## src/rtl/i2s_pkg.sv

```systemverilog
// Shared defaults and types for the I2S transmitter slice.
package i2s_pkg;

  localparam int unsigned DEF_PKT_WIDTH  = 16;
  localparam int unsigned DEF_SLOT_WIDTH = 16;
  localparam int unsigned FRAME_LEN      = 2 * DEF_SLOT_WIDTH;

  typedef logic [$clog2(FRAME_LEN)-1:0] slot_cnt_t;
  typedef logic [DEF_PKT_WIDTH-1:0]     sample_t;

  function automatic int unsigned frame_len(input int unsigned slot_width);
    return 2 * slot_width;
  endfunction

endpackage

```

## src/rtl/i2s_tx_serializer.sv

```systemverilog
// Slot counter, word-select generation and MSB-first shift register for one
// Philips I2S frame; the same sample is loaded into both channel slots.
module i2s_tx_serializer
  import i2s_pkg::*;
#(
  parameter int unsigned PKT_WIDTH  = DEF_PKT_WIDTH,
  parameter int unsigned SLOT_WIDTH = DEF_SLOT_WIDTH
) (
  input  logic                 clk_i,
  input  logic                 rst_i,
  input  logic                 load_i,
  input  logic [PKT_WIDTH-1:0] sample_i,
  output logic                 frame_end_o,
  output logic                 ws_o,
  output logic                 sd_o
);

  localparam int unsigned FLEN  = frame_len(SLOT_WIDTH);
  localparam int unsigned CNT_W = $clog2(FLEN);
  localparam logic [CNT_W-1:0] LAST_SLOT = CNT_W'(FLEN - 1);
  localparam logic [CNT_W-1:0] LEFT_END  = CNT_W'(SLOT_WIDTH - 1);
  localparam logic [CNT_W-1:0] WS_HI     = CNT_W'(FLEN - 2);

  logic [CNT_W-1:0]      k_q, k_d;
  logic                  ws_q, ws_d;
  logic [SLOT_WIDTH-1:0] shift_q, shift_d;
  logic [SLOT_WIDTH-1:0] word;

  // Left-justify the sample inside the slot, zero-padding the LSBs.
  assign word = SLOT_WIDTH'(sample_i) << (SLOT_WIDTH - PKT_WIDTH);

  // NOTE: every always_comb output gets a default first so no path can infer a latch.
  always_comb begin
    k_d     = (k_q == LAST_SLOT) ? '0 : k_q + 1'b1;
    ws_d    = (k_d >= LEFT_END) && (k_d <= WS_HI);
    shift_d = shift_q << 1;
    if (load_i || (k_q == LEFT_END)) begin
      shift_d = word;
    end
  end

  // NOTE: state registers use non-blocking assignments so every flop samples pre-edge values.
  always_ff @(posedge clk_i) begin
    if (rst_i) begin
      k_q     <= LAST_SLOT;
      ws_q    <= 1'b0;
      shift_q <= '0;
    end else begin
      k_q     <= k_d;
      ws_q    <= ws_d;
      shift_q <= shift_d;
    end
  end

  assign frame_end_o = (k_q == LAST_SLOT);
  assign ws_o        = ws_q;
  assign sd_o        = shift_q[SLOT_WIDTH-1];

endmodule

```

## src/rtl/i2s_tx.sv

```systemverilog
// I2S transmitter top: holding register, bypass/valid logic and status pulses.
// Define I2S_TX_UNDERRUN_MUTE_EN to send silence on underrun instead of repeating.
module i2s_tx
  import i2s_pkg::*;
#(
  parameter int unsigned PKT_WIDTH  = DEF_PKT_WIDTH,
  parameter int unsigned SLOT_WIDTH = DEF_SLOT_WIDTH
) (
  input  logic                 clk_i,
  input  logic                 rst_i,
  input  logic [PKT_WIDTH-1:0] pkt_i,
  input  logic                 pktChanged_i,
  output logic                 ws_o,
  output logic                 sd_o,
  output logic                 pktTaken_o,
  output logic                 underrun_o,
  output logic                 overrun_o
);

  logic [PKT_WIDTH-1:0] hold_q, hold_d;
  logic [PKT_WIDTH-1:0] frame_q, frame_d;
  logic                 valid_q, valid_d;
  logic                 taken_q, taken_d;
  logic                 under_q, under_d;
  logic                 over_q, over_d;
  logic                 frame_end;

  always_comb begin
    hold_d  = pktChanged_i ? pkt_i : hold_q;
    frame_d = frame_q;
    valid_d = valid_q | pktChanged_i;
    taken_d = 1'b0;
    under_d = 1'b0;
    over_d  = pktChanged_i & valid_q;
    if (frame_end) begin
      // A strobe coinciding with the frame load bypasses the holding register.
      valid_d = 1'b0;
      over_d  = 1'b0;
      if (pktChanged_i) begin
        frame_d = pkt_i;
        taken_d = 1'b1;
      end else if (valid_q) begin
        frame_d = hold_q;
        taken_d = 1'b1;
      end else begin
        under_d = 1'b1;
`ifdef I2S_TX_UNDERRUN_MUTE_EN
        frame_d = '0;
`else
        frame_d = frame_q;
`endif
      end
    end
  end

  // NOTE: reset clears every register here, including the sample storage, so a reset aborts cleanly.
  always_ff @(posedge clk_i) begin
    if (rst_i) begin
      hold_q  <= '0;
      frame_q <= '0;
      valid_q <= 1'b0;
      taken_q <= 1'b0;
      under_q <= 1'b0;
      over_q  <= 1'b0;
    end else begin
      hold_q  <= hold_d;
      frame_q <= frame_d;
      valid_q <= valid_d;
      taken_q <= taken_d;
      under_q <= under_d;
      over_q  <= over_d;
    end
  end

  // frame_d equals frame_q except on the load edge, so it serves both reloads.
  i2s_tx_serializer #(
    .PKT_WIDTH (PKT_WIDTH),
    .SLOT_WIDTH(SLOT_WIDTH)
  ) u_ser (
    .clk_i      (clk_i),
    .rst_i      (rst_i),
    .load_i     (frame_end),
    .sample_i   (frame_d),
    .frame_end_o(frame_end),
    .ws_o       (ws_o),
    .sd_o       (sd_o)
  );

  assign pktTaken_o = taken_q;
  assign underrun_o = under_q;
  assign overrun_o  = over_q;

endmodule
```

## config.mk

```make
export PLATFORM = sky130hd
export DESIGN_NAME = i2s_tx
export DESIGN_NICKNAME = d
export VERILOG_FILES = /design/src/rtl/i2s_pkg.sv /design/src/rtl/i2s_tx_serializer.sv /design/src/rtl/i2s_tx.sv
export SDC_FILE = /design/constraint.sdc
export NUM_CORES = 1
export LEC_CHECK = 0
export ABC_AREA = 1
export CAP_MARGIN = 20
export CORE_MARGIN = 2
export CORE_UTILIZATION = 50
export CTS_CLUSTER_DIAMETER = 40
export DETAILED_ROUTE_END_ITERATION = 12
export PLACE_DENSITY = 0.74
export SYNTH_ARGS = -nofsm -noshare
export SYNTH_HDL_FRONTEND = slang
export SYNTH_SLANG_ARGS = --single-unit
```

## constraint.sdc

```tcl
create_clock -name clk_i -period 1.8 [get_ports clk_i]
set_input_delay 0.36 -clock clk_i [delete_from_list [all_inputs] [get_ports clk_i]]
set_output_delay 0.36 -clock clk_i [all_outputs]
set_load 0.02 [all_outputs]
```

After elaboration in Yosys (flattened, before gate mapping) --
Cells that the tools add are included.
Operators by class: add/subtract/negate cells 1, $lt $le $gt $ge 2, eq/ne operators 2, mux-type cells 8, bitwise gates (word level) 4, reduce and logical (&&, ||, !) cells 6
Operators with widths (count):
- $mux 16 | 4
- $reduce_or 2->1 | 3
- $add 5x1->5 const B | 1
- $eq 5x4->1 const B | 1
- $eq 5x5->1 const B | 1
- $ge 5x4->1 const B | 1
- $le 5x5->1 const B | 1
- $mux 5 | 1
- $mux 1 | 3
- $reduce_or 3->1 | 1
- $not 1->1 | 2
- $and 1x1->1 | 1
- $logic_and 1x1->1 | 1
- $logic_or 1x1->1 | 1
- $or 1x1->1 | 1
Storage, ports and cells: flip-flop bits (word level) 58, bits of input ports 19, word-level logic and storage cells 33

Depth between registers and ports, before layout --
Gate-level depths: netlist (run 1).
depth after elaboration 4, mapped depth 12, mapped depth without buffers 11

By module --
A second synthesis (run 1) with hierarchy kept.
Second synthesis, totals: cell total of the unflattened synthesis 314, area total of the unflattened synthesis 2351.0 um2
By module, submodules not included:
- i2s_tx | instances 1, cells an instance 199, area an instance 1462.7 um2
- i2s_tx_serializer | instances 1, cells an instance 115, area an instance 888.4 um2

Worst setup path after synthesis (run 1) --
No wires, ideal clock.
path kind flip-flop to flip-flop, start point reg u_ser.k_q[0], end point reg u_ser.ws_q, in the netlist u_ser.ws_o, setup time 112 ps, data arrival time 1572 ps, path slack 117 ps, cell stages (with the launch flop) 13, period minus slack after synthesis 1683 ps, cell sequence dfxtp_1 > ha_1 > nand2_1 > nor2_1 > ha_1 > buf_4 > inv_1 > nand3_1 > nand2_1 > nand2_1 > nor2_1 > nor2_1 > nor2_1
On the way: longest elaborated chain between the ends 4, elaborated cells between the ends (all ways) 6, those cells by class add/sub (1); order compare (2); eq/ne (1); mux (1); reduce/logical (1)
RTL lines:
- start: declaration | line i2s_tx_serializer.sv:24 | logic [CNT_W-1:0] k_q, k_d;
- start signal: assignment | line i2s_tx_serializer.sv:49 | k_q <= k_d;
- $add 5x1->5 / $eq 5x5->1 (equally long branches) | line i2s_tx_serializer.sv:34 | k_d = (k_q == LAST_SLOT) ? '0 : k_q + 1'b1;
- $mux 5 (*) | line i2s_tx_serializer.sv:34
- $ge 5x4->1 / $le 5x5->1 (equally long branches) | line i2s_tx_serializer.sv:35 | ws_d = (k_d >= LEFT_END) && (k_d <= WS_HI);
- $logic_and 1x1->1 (*) | line i2s_tx_serializer.sv:35
- end signal: assignment | line i2s_tx_serializer.sv:50 | ws_q <= ws_d;
- end: declaration | line i2s_tx_serializer.sv:25 | logic ws_q, ws_d;
Mark *: on every way between the ends. The rest lies on a longest branch, timed or not. A chain may end at the register's enable or synchronous reset.

Worst setup path after layout (run 1) --
start point reg u_ser.k_q[0], end point reg u_ser.shift_q[13]
On the way: longest elaborated chain between the ends 3, elaborated cells between the ends (all ways) 5, those cells by class eq/ne (2); mux (2); reduce/logical (1)
RTL lines:
- $eq 5x5->1 / $eq 5x4->1 (equally long branches) | line i2s_tx_serializer.sv:55, i2s_tx_serializer.sv:37
- $mux 16 / $logic_or 1x1->1 (equally long branches) | line i2s_tx.sv:35, i2s_tx_serializer.sv:37
- $mux 16 (*) | line i2s_tx_serializer.sv:37 | if (load_i || (k_q == LEFT_END)) begin
- end signal: assignment | line i2s_tx_serializer.sv:51 | shift_q <= shift_d;
- end: declaration | line i2s_tx_serializer.sv:26 | logic [SLOT_WIDTH-1:0] shift_q, shift_d;
Marks and branches as above.

==> results of run 1 <==
layout by cell type (no fill, tap or decap), drive strengths merged:
cell	netlist	routed
nand3b	1	1
nor3	1	1
and3	1	1
o21ai	2	2
nor2	41	41
nand4	1	1
clkinvlp	0	3
nand3	34	34
inv	29	29
nand2	111	111
dfxtp	58	58
a21oi	30	30
buf	12	11
clkbuf	3	10
and2	1	1
ha	6	6
clkdlybuf4s50	0	23
clkinv	1	3
nor4	1	1
bufinv	0	1
report_power, final:
part | switching [mW] | internal, mW
Combinational | 0.880 | 0.619
Sequential | 0.0912 | 1.55
Clock | 0.533 | 0.675
worst max-delay path, delay by kind of cell (launching register included):
family        cells  cell delay [ns]
simple gates      6             0.50
fa+ha+maj         2             0.38
buf+inv           4             0.39
flops             1             0.31
registers in the layout, indices dropped and copies added, names as in the netlist:
register       count
pktTaken_o         1
u_ser.shift_q     16
frame_q           16
underrun_o         1
valid_q            1
hold_q            16
u_ser.ws_o         1
overrun_o          1
u_ser.k_q          5
what timing repair did:
item,in CTS,in global routing
hold buffers,0,0
resized for setup,1,4
endpoints found under the setup margin,3,17
logic make-up after synthesis:
family / count (synthesis)
AO/OA/AOI/OAI: 32
adder cells (fa/ha/maj): 6
flip-flops: 58
buffers and inverters: 45
AND/OR/NAND/NOR: 192
final cells by class:
| class | instances | area [µm²] | share of cell area (%) |
|---|---|---|---|
| clock buffer | 10 | 138 | 4.65 |
| clock inverter | 6 | 66.3 | 2.24 |
| multi-input combinational | 230 | 1070 | 36.2 |
| timing repair buffer | 34 | 338 | 11.4 |
| tap | 54 | 67.6 | 2.28 |
| sequential | 58 | 1160 | 39.2 |
| inverter | 30 | 118 | 3.97 |
path summary, 6_finish.rpt:
| check | to | slack, ns |
|---|---|---|
| max | u_ser.shift_q[13]$_SDFF_PP0_ | 0.13 |
| min | hold_q[10]$_SDFFE_PP0P_ | 0.47 |
| max reg2reg | u_ser.shift_q[13]$_SDFF_PP0_ | 0.13 |
| min reg2reg | hold_q[10]$_SDFFE_PP0P_ | 0.47 |
metal layers:
metal  vias to the layer above  wire length, µm  global-route usage (%)  part of all wire [%]
li1                       1101                -                       -                     -
met3                        10              188                    6.04                   4.0
met2                        42             2210                    32.8                    47
met4                         0               91                    9.09                   1.9
met5                         -                0                       0                     0
met1                       932             2180                    23.2                    47
through the flow:
stage	total power [mW]	setup WS [ns]	cells
2_1_floorplan	2.76	0.117	333
3_3_place_gp	3.11	0.0448	406
3_5_place_dp	3.14	0.00810	406
4_1_cts	4.36	0.0556	422
5_1_grt	4.67	-0.0119	422
6_report	4.35	0.132	422
==> results.toml, run 1 <==
[global_route]
track_usage_pct = 19.7
grt_pass1_wl_um = 8040
grt_max_degree = 47
antenna_found_initial = 0
grt_pass1_vias = 1942
overflow = 0

[routing]
avgRoutedWirePerCell_um = 11.1
vias_per_cell = 4.94
vias = 2085
first_iter_violations = 117
drt_wl_total_um = 4670
first_pass_iters = 4
ant_nets = 0
drc_errors = 0

[sta]
slew_headroom_pct = 76.2
drv_slew = 0
max_freq_mhz = 599
tightest_slew_ns = 0.356
setup_tns_ns = 0
final.min_clock_period_ns = 1.67
fin_skew_ns = 0.00612
whs_ns = 0.473
hold_viol = 0
setup_viol = 0
fin_crit_sh_pct = 92.7

[die]
die_h_um = 73.7
core_um2 = 4690
dieArea_um2 = 5430
ioPinCount = 24
rows = 25
dieWidth_um = 73.7
start_util_pct = 51.7

[pwr]
powerDensity_nw_per_um2 = 1470
peakVddDrop_mv = 0.852
cellLeakagePower_nw = 1.45

[synth]
yosys.area.top_type_share_pct = 47.8
yosys.area.top_type = "dfxtp_1"
syn-instance-count = 333
synth_fp_nets = 358
synth-xor-area-share_pct = 0
synth_edf_count = 0
synth_compound_area_share_pct = 6.60
synth_flop_cell = "dfxtp_1"
synth_top_family_by_area = "simple AND/OR/NAND/NOR gates"
yosysUniqueCellTypes = 24
synthTopCellsByArea = "dfxtp_1 48%, nand2_1 15%, nand3_1 7.0%"
synthArstFlopShare_pct = 0
synthAdderAreaFrac_pct = 3.09
postSynthAreaPerCell_um2 = 7.29
synthMuxAreaShare_pct = 0
ys_warn_count = 0
syn-cell-area_um2 = 2430
synth.top_cells.by_count = "100 x nand2_1, 58 x dfxtp_1, 41 x nor2_1"
synth.most_common_cell = "nand2_1"
ys_ff_latch = 58
yosys.area_share.simple_pct = 33.6
ys_seq_area_share_pct = 47.8

[outcome]
status = "completed"

[clock_network]
numCtsBuffers = 9
clk_latency_ns = 0.34
cts_tree = "built"
postCtsSetupBuffers = 0
clockBufferDepth = 2
cts_root_buffer = "clkbuf_8"
htreeDepth = 3
cts_sinks = 58
clk_pin_slew_ns = 0.07

[finish]
antenna_cells = 0
nets = 388
syn_to_final_growth_pct = 22.0
drive_above_1_share_pct = 11.7
postLayoutCoreUtil_pct = 63.1
fill_cells = 421
final_area_um2 = 2960

[min_path]
hp-class = "reg2reg"
hold_depth = 2
min_from = "hold_q[10]$_SDFFE_PP0P_"

[setup_path]
r2r_cells = 12
path_common_cell = "nor2_1"
worstSetupPathType = "reg2reg"
crit_start = "u_ser.k_q[0]$_SDFF_PP1_"
path_cells = "ha_1 > nand2_2 > nor2_4 > buf_4 > ha_1 > nor2_1 > inv_1 > buf_12 > nor2_1 > nor2_1 > nand2_1 > inv_1"
r2r-start = "u_ser.k_q[0]$_SDFF_PP1_"
end_kind = "flop"
arrival_ns = 1.91
crit_path_start_kind = "flop"
worstPathRequired_ns = 2.04
crit_fanout = 31
worst_path_max_delay_cell = "dfxtp_1"
cpPeakStageDelay_ns = 0.31

[placed_design]
post_dp_cell_area_um2 = 2740
io_buffers = 23
gp_congestion = 0.844
dp_hpwl_um = 3180

[job]
max_cap_viol_count = 0
Note: power is estimated with default switching activity, not from simulation.
==> run 2, diff against run 1 <==
--- a/config.mk
+++ b/config.mk
@@ -12,6 +12,7 @@
 export CTS_CLUSTER_DIAMETER = 40
 export DETAILED_ROUTE_END_ITERATION = 12
 export PLACE_DENSITY = 0.74
+export RECOVER_POWER = 100
 export SYNTH_ARGS = -nofsm -noshare
 export SYNTH_HDL_FRONTEND = slang
 export SYNTH_SLANG_ARGS = --single-unit
==> run 2 against run 1 <==
Effect of this change:
- first-iteration DRC count down 0.85%
- die area unchanged
- wire length about the same
- setup slack better by 0.0012 ns
- clock power about the same
- sequential share of layout area up 0.15 points
- largest power group unchanged
- flip-flop and latch count unchanged
- global-route usage unchanged
- via count down 0.72%
- power about the same
- cell count unchanged
- count of clock-buffer cells in the layout unchanged
==> results.toml, run 2 (synthesis results as in run 1) <==
[outcome]
status = "completed"

[setup_path]
r2r_cells = 12
worstPathRequired_ns = 2.04
ff2ff_setup_slack_ns = 0.13
crit_fanout = 31
crit_path_start_kind = "flop"
end_kind = "flop"
r2r-start = "u_ser.k_q[0]$_SDFF_PP1_"
reg2reg_to = "u_ser.shift_q[13]$_SDFF_PP0_"
arrival_ns = 1.91
worstSetupPathType = "reg2reg"

[global_route]
grt_pass1_wl_um = 8040
grt_max_degree = 47
antenna_found_initial = 0
overflow = 0
grt_pass1_vias = 1942
track_usage_pct = 19.7

[clock_network]
holdBufCountCts = 0
postCtsSetupBuffers = 0
cts_tree = "built"
cts_sinks = 58
clockBufferDepth = 2
htreeDepth = 3
clk_pin_slew_ns = 0.07
clk_latency_ns = 0.34
cts_root_buffer = "clkbuf_8"
numCtsBuffers = 9

[sta]
fin_crit_sh_pct = 92.6
max_freq_mhz = 600
fin_skew_ns = 0.00610
setup_tns_ns = 0
hold_viol = 0
drv_slew = 0
final.min_clock_period_ns = 1.67
setup_slack_ns = 0.133
tightest_slew_ns = 0.355
setup_viol = 0
slew_headroom_pct = 76.3

[die]
dieWidth_um = 73.7
dieArea_um2 = 5430
start_util_pct = 51.7
die_h_um = 73.7
core_um2 = 4690
ioPinCount = 24
rows = 25

[routing]
vias = 2070
avgRoutedWirePerCell_um = 11.1
first_pass_iters = 4
vias_per_cell = 4.91
drc_errors = 0
first_iter_violations = 116
drt_wl_total_um = 4670
ant_nets = 0

[placed_design]
post_dp_cell_area_um2 = 2740
dpl.cell_count = 406
dp_hpwl_um = 3180
place_ws_ns = 0.00810
gp_congestion = 0.844
io_buffers = 23

[finish]
final_cells = 422
drive_above_1_share_pct = 10.9
final_area_um2 = 2950
postLayoutCoreUtil_pct = 62.9
mostFrequentLayoutCells = "99 x nand2_1, 58 x dfxtp_1, 40 x nor2_1"
nets = 388
final_common_cell = "nand2_1"
syn_to_final_growth_pct = 21.5
antenna_cells = 0
fill_cells = 423
reg_top3 = "frame_q (16), hold_q (16), u_ser.shift_q (16)"

[job]
max_cap_viol_count = 0

[min_path]
hp-class = "reg2reg"
min_from = "hold_q[10]$_SDFFE_PP0P_"
hold_depth = 2
whs_endpoint = "hold_q[10]$_SDFFE_PP0P_"

[pwr]
powerDensity_nw_per_um2 = 1470
cellLeakagePower_nw = 1.44
peakVddDrop_mv = 0.855
run 2: cell types whose count changed in the layout (fill, tap and decap cells not counted), sizes merged:
cell and delta:
buf -3, clkbuf +3, clkdlybuf4s50 -2, dlygate4sd3 +2
run 2: how the worst max path moves through the flow:
stage	startpoint	endpoint	slack, ns
final	u_ser.k_q[0]$_SDFF_PP1_	u_ser.shift_q[13]$_SDFF_PP0_	0.13
after CTS	u_ser.k_q[1]$_SDFF_PP1_	u_ser.shift_q[13]$_SDFF_PP0_	0.06
after floorplan	u_ser.k_q[0]$_SDFF_PP1_	u_ser.ws_o$_SDFF_PP0_	0.12
after global placement	u_ser.k_q[0]$_SDFF_PP1_	u_ser.shift_q[3]$_SDFF_PP0_	0.04
after detailed placement	u_ser.k_q[1]$_SDFF_PP1_	u_ser.shift_q[13]$_SDFF_PP0_	0.008
after global routing	u_ser.k_q[1]$_SDFF_PP1_	u_ser.ws_o$_SDFF_PP0_	-0.01
run 2: metrics by stage:
stage / hold slack (ns) / power, mW
after floorplan: 0.446 / 2.76
after global placement: 0.456 / 3.11
after detailed placement: 0.464 / 3.14
after CTS: 0.474 / 4.36
after global routing: 0.488 / 4.67
final: 0.473 / 4.35
run 2: critical path, cell delays in order, from the launching register on:
cell and delay (ns):
dfxtp_1 0.31, ha_1 0.22, nand2_2 0.12, nor2_4 0.05, buf_4 0.13, ha_1 0.16, nor2_1 0.08, inv_1 0.07
buf_12 0.16, nor2_1 0.12, nor2_1 0.06, nand2_1 0.07, inv_1 0.03
run 2: metal layers:
| layer | vias up | global-route usage [%] | routed length [µm] |
|---|---|---|---|
| met3 | 10 | 6.04 | 168 |
| met5 | - | 0 | 0 |
| li1 | 1099 | - | - |
| met4 | 0 | 9.09 | 91 |
| met2 | 36 | 32.8 | 2200 |
| met1 | 925 | 23.2 | 2210 |
run 2: layout make-up:
cell class | instances | area [µm²] | area share [%]
clock buffer | 10 | 138 | 4.66
clock inverter | 6 | 66.3 | 2.25
inverter | 30 | 118 | 3.99
multi-input combinational | 230 | 1070 | 36.4
sequential | 58 | 1160 | 39.4
tap | 54 | 67.6 | 2.29
timing repair buffer | 34 | 327 | 11.1
run 2: timing repair:
item                                    in CTS  in global routing
cloned                                       0                  0
resized for setup                            1                  4
endpoints found under the setup margin       3                 17
run 2: report_power, final:
group | switching (mW) | leakage [nW] | total [mW] | internal (mW)
logic | 0.881 | 0.869 | 1.50 | 0.615
registers | 0.0909 | 0.476 | 1.64 | 1.55
clock network | 0.533 | 0.0945 | 1.21 | 0.675
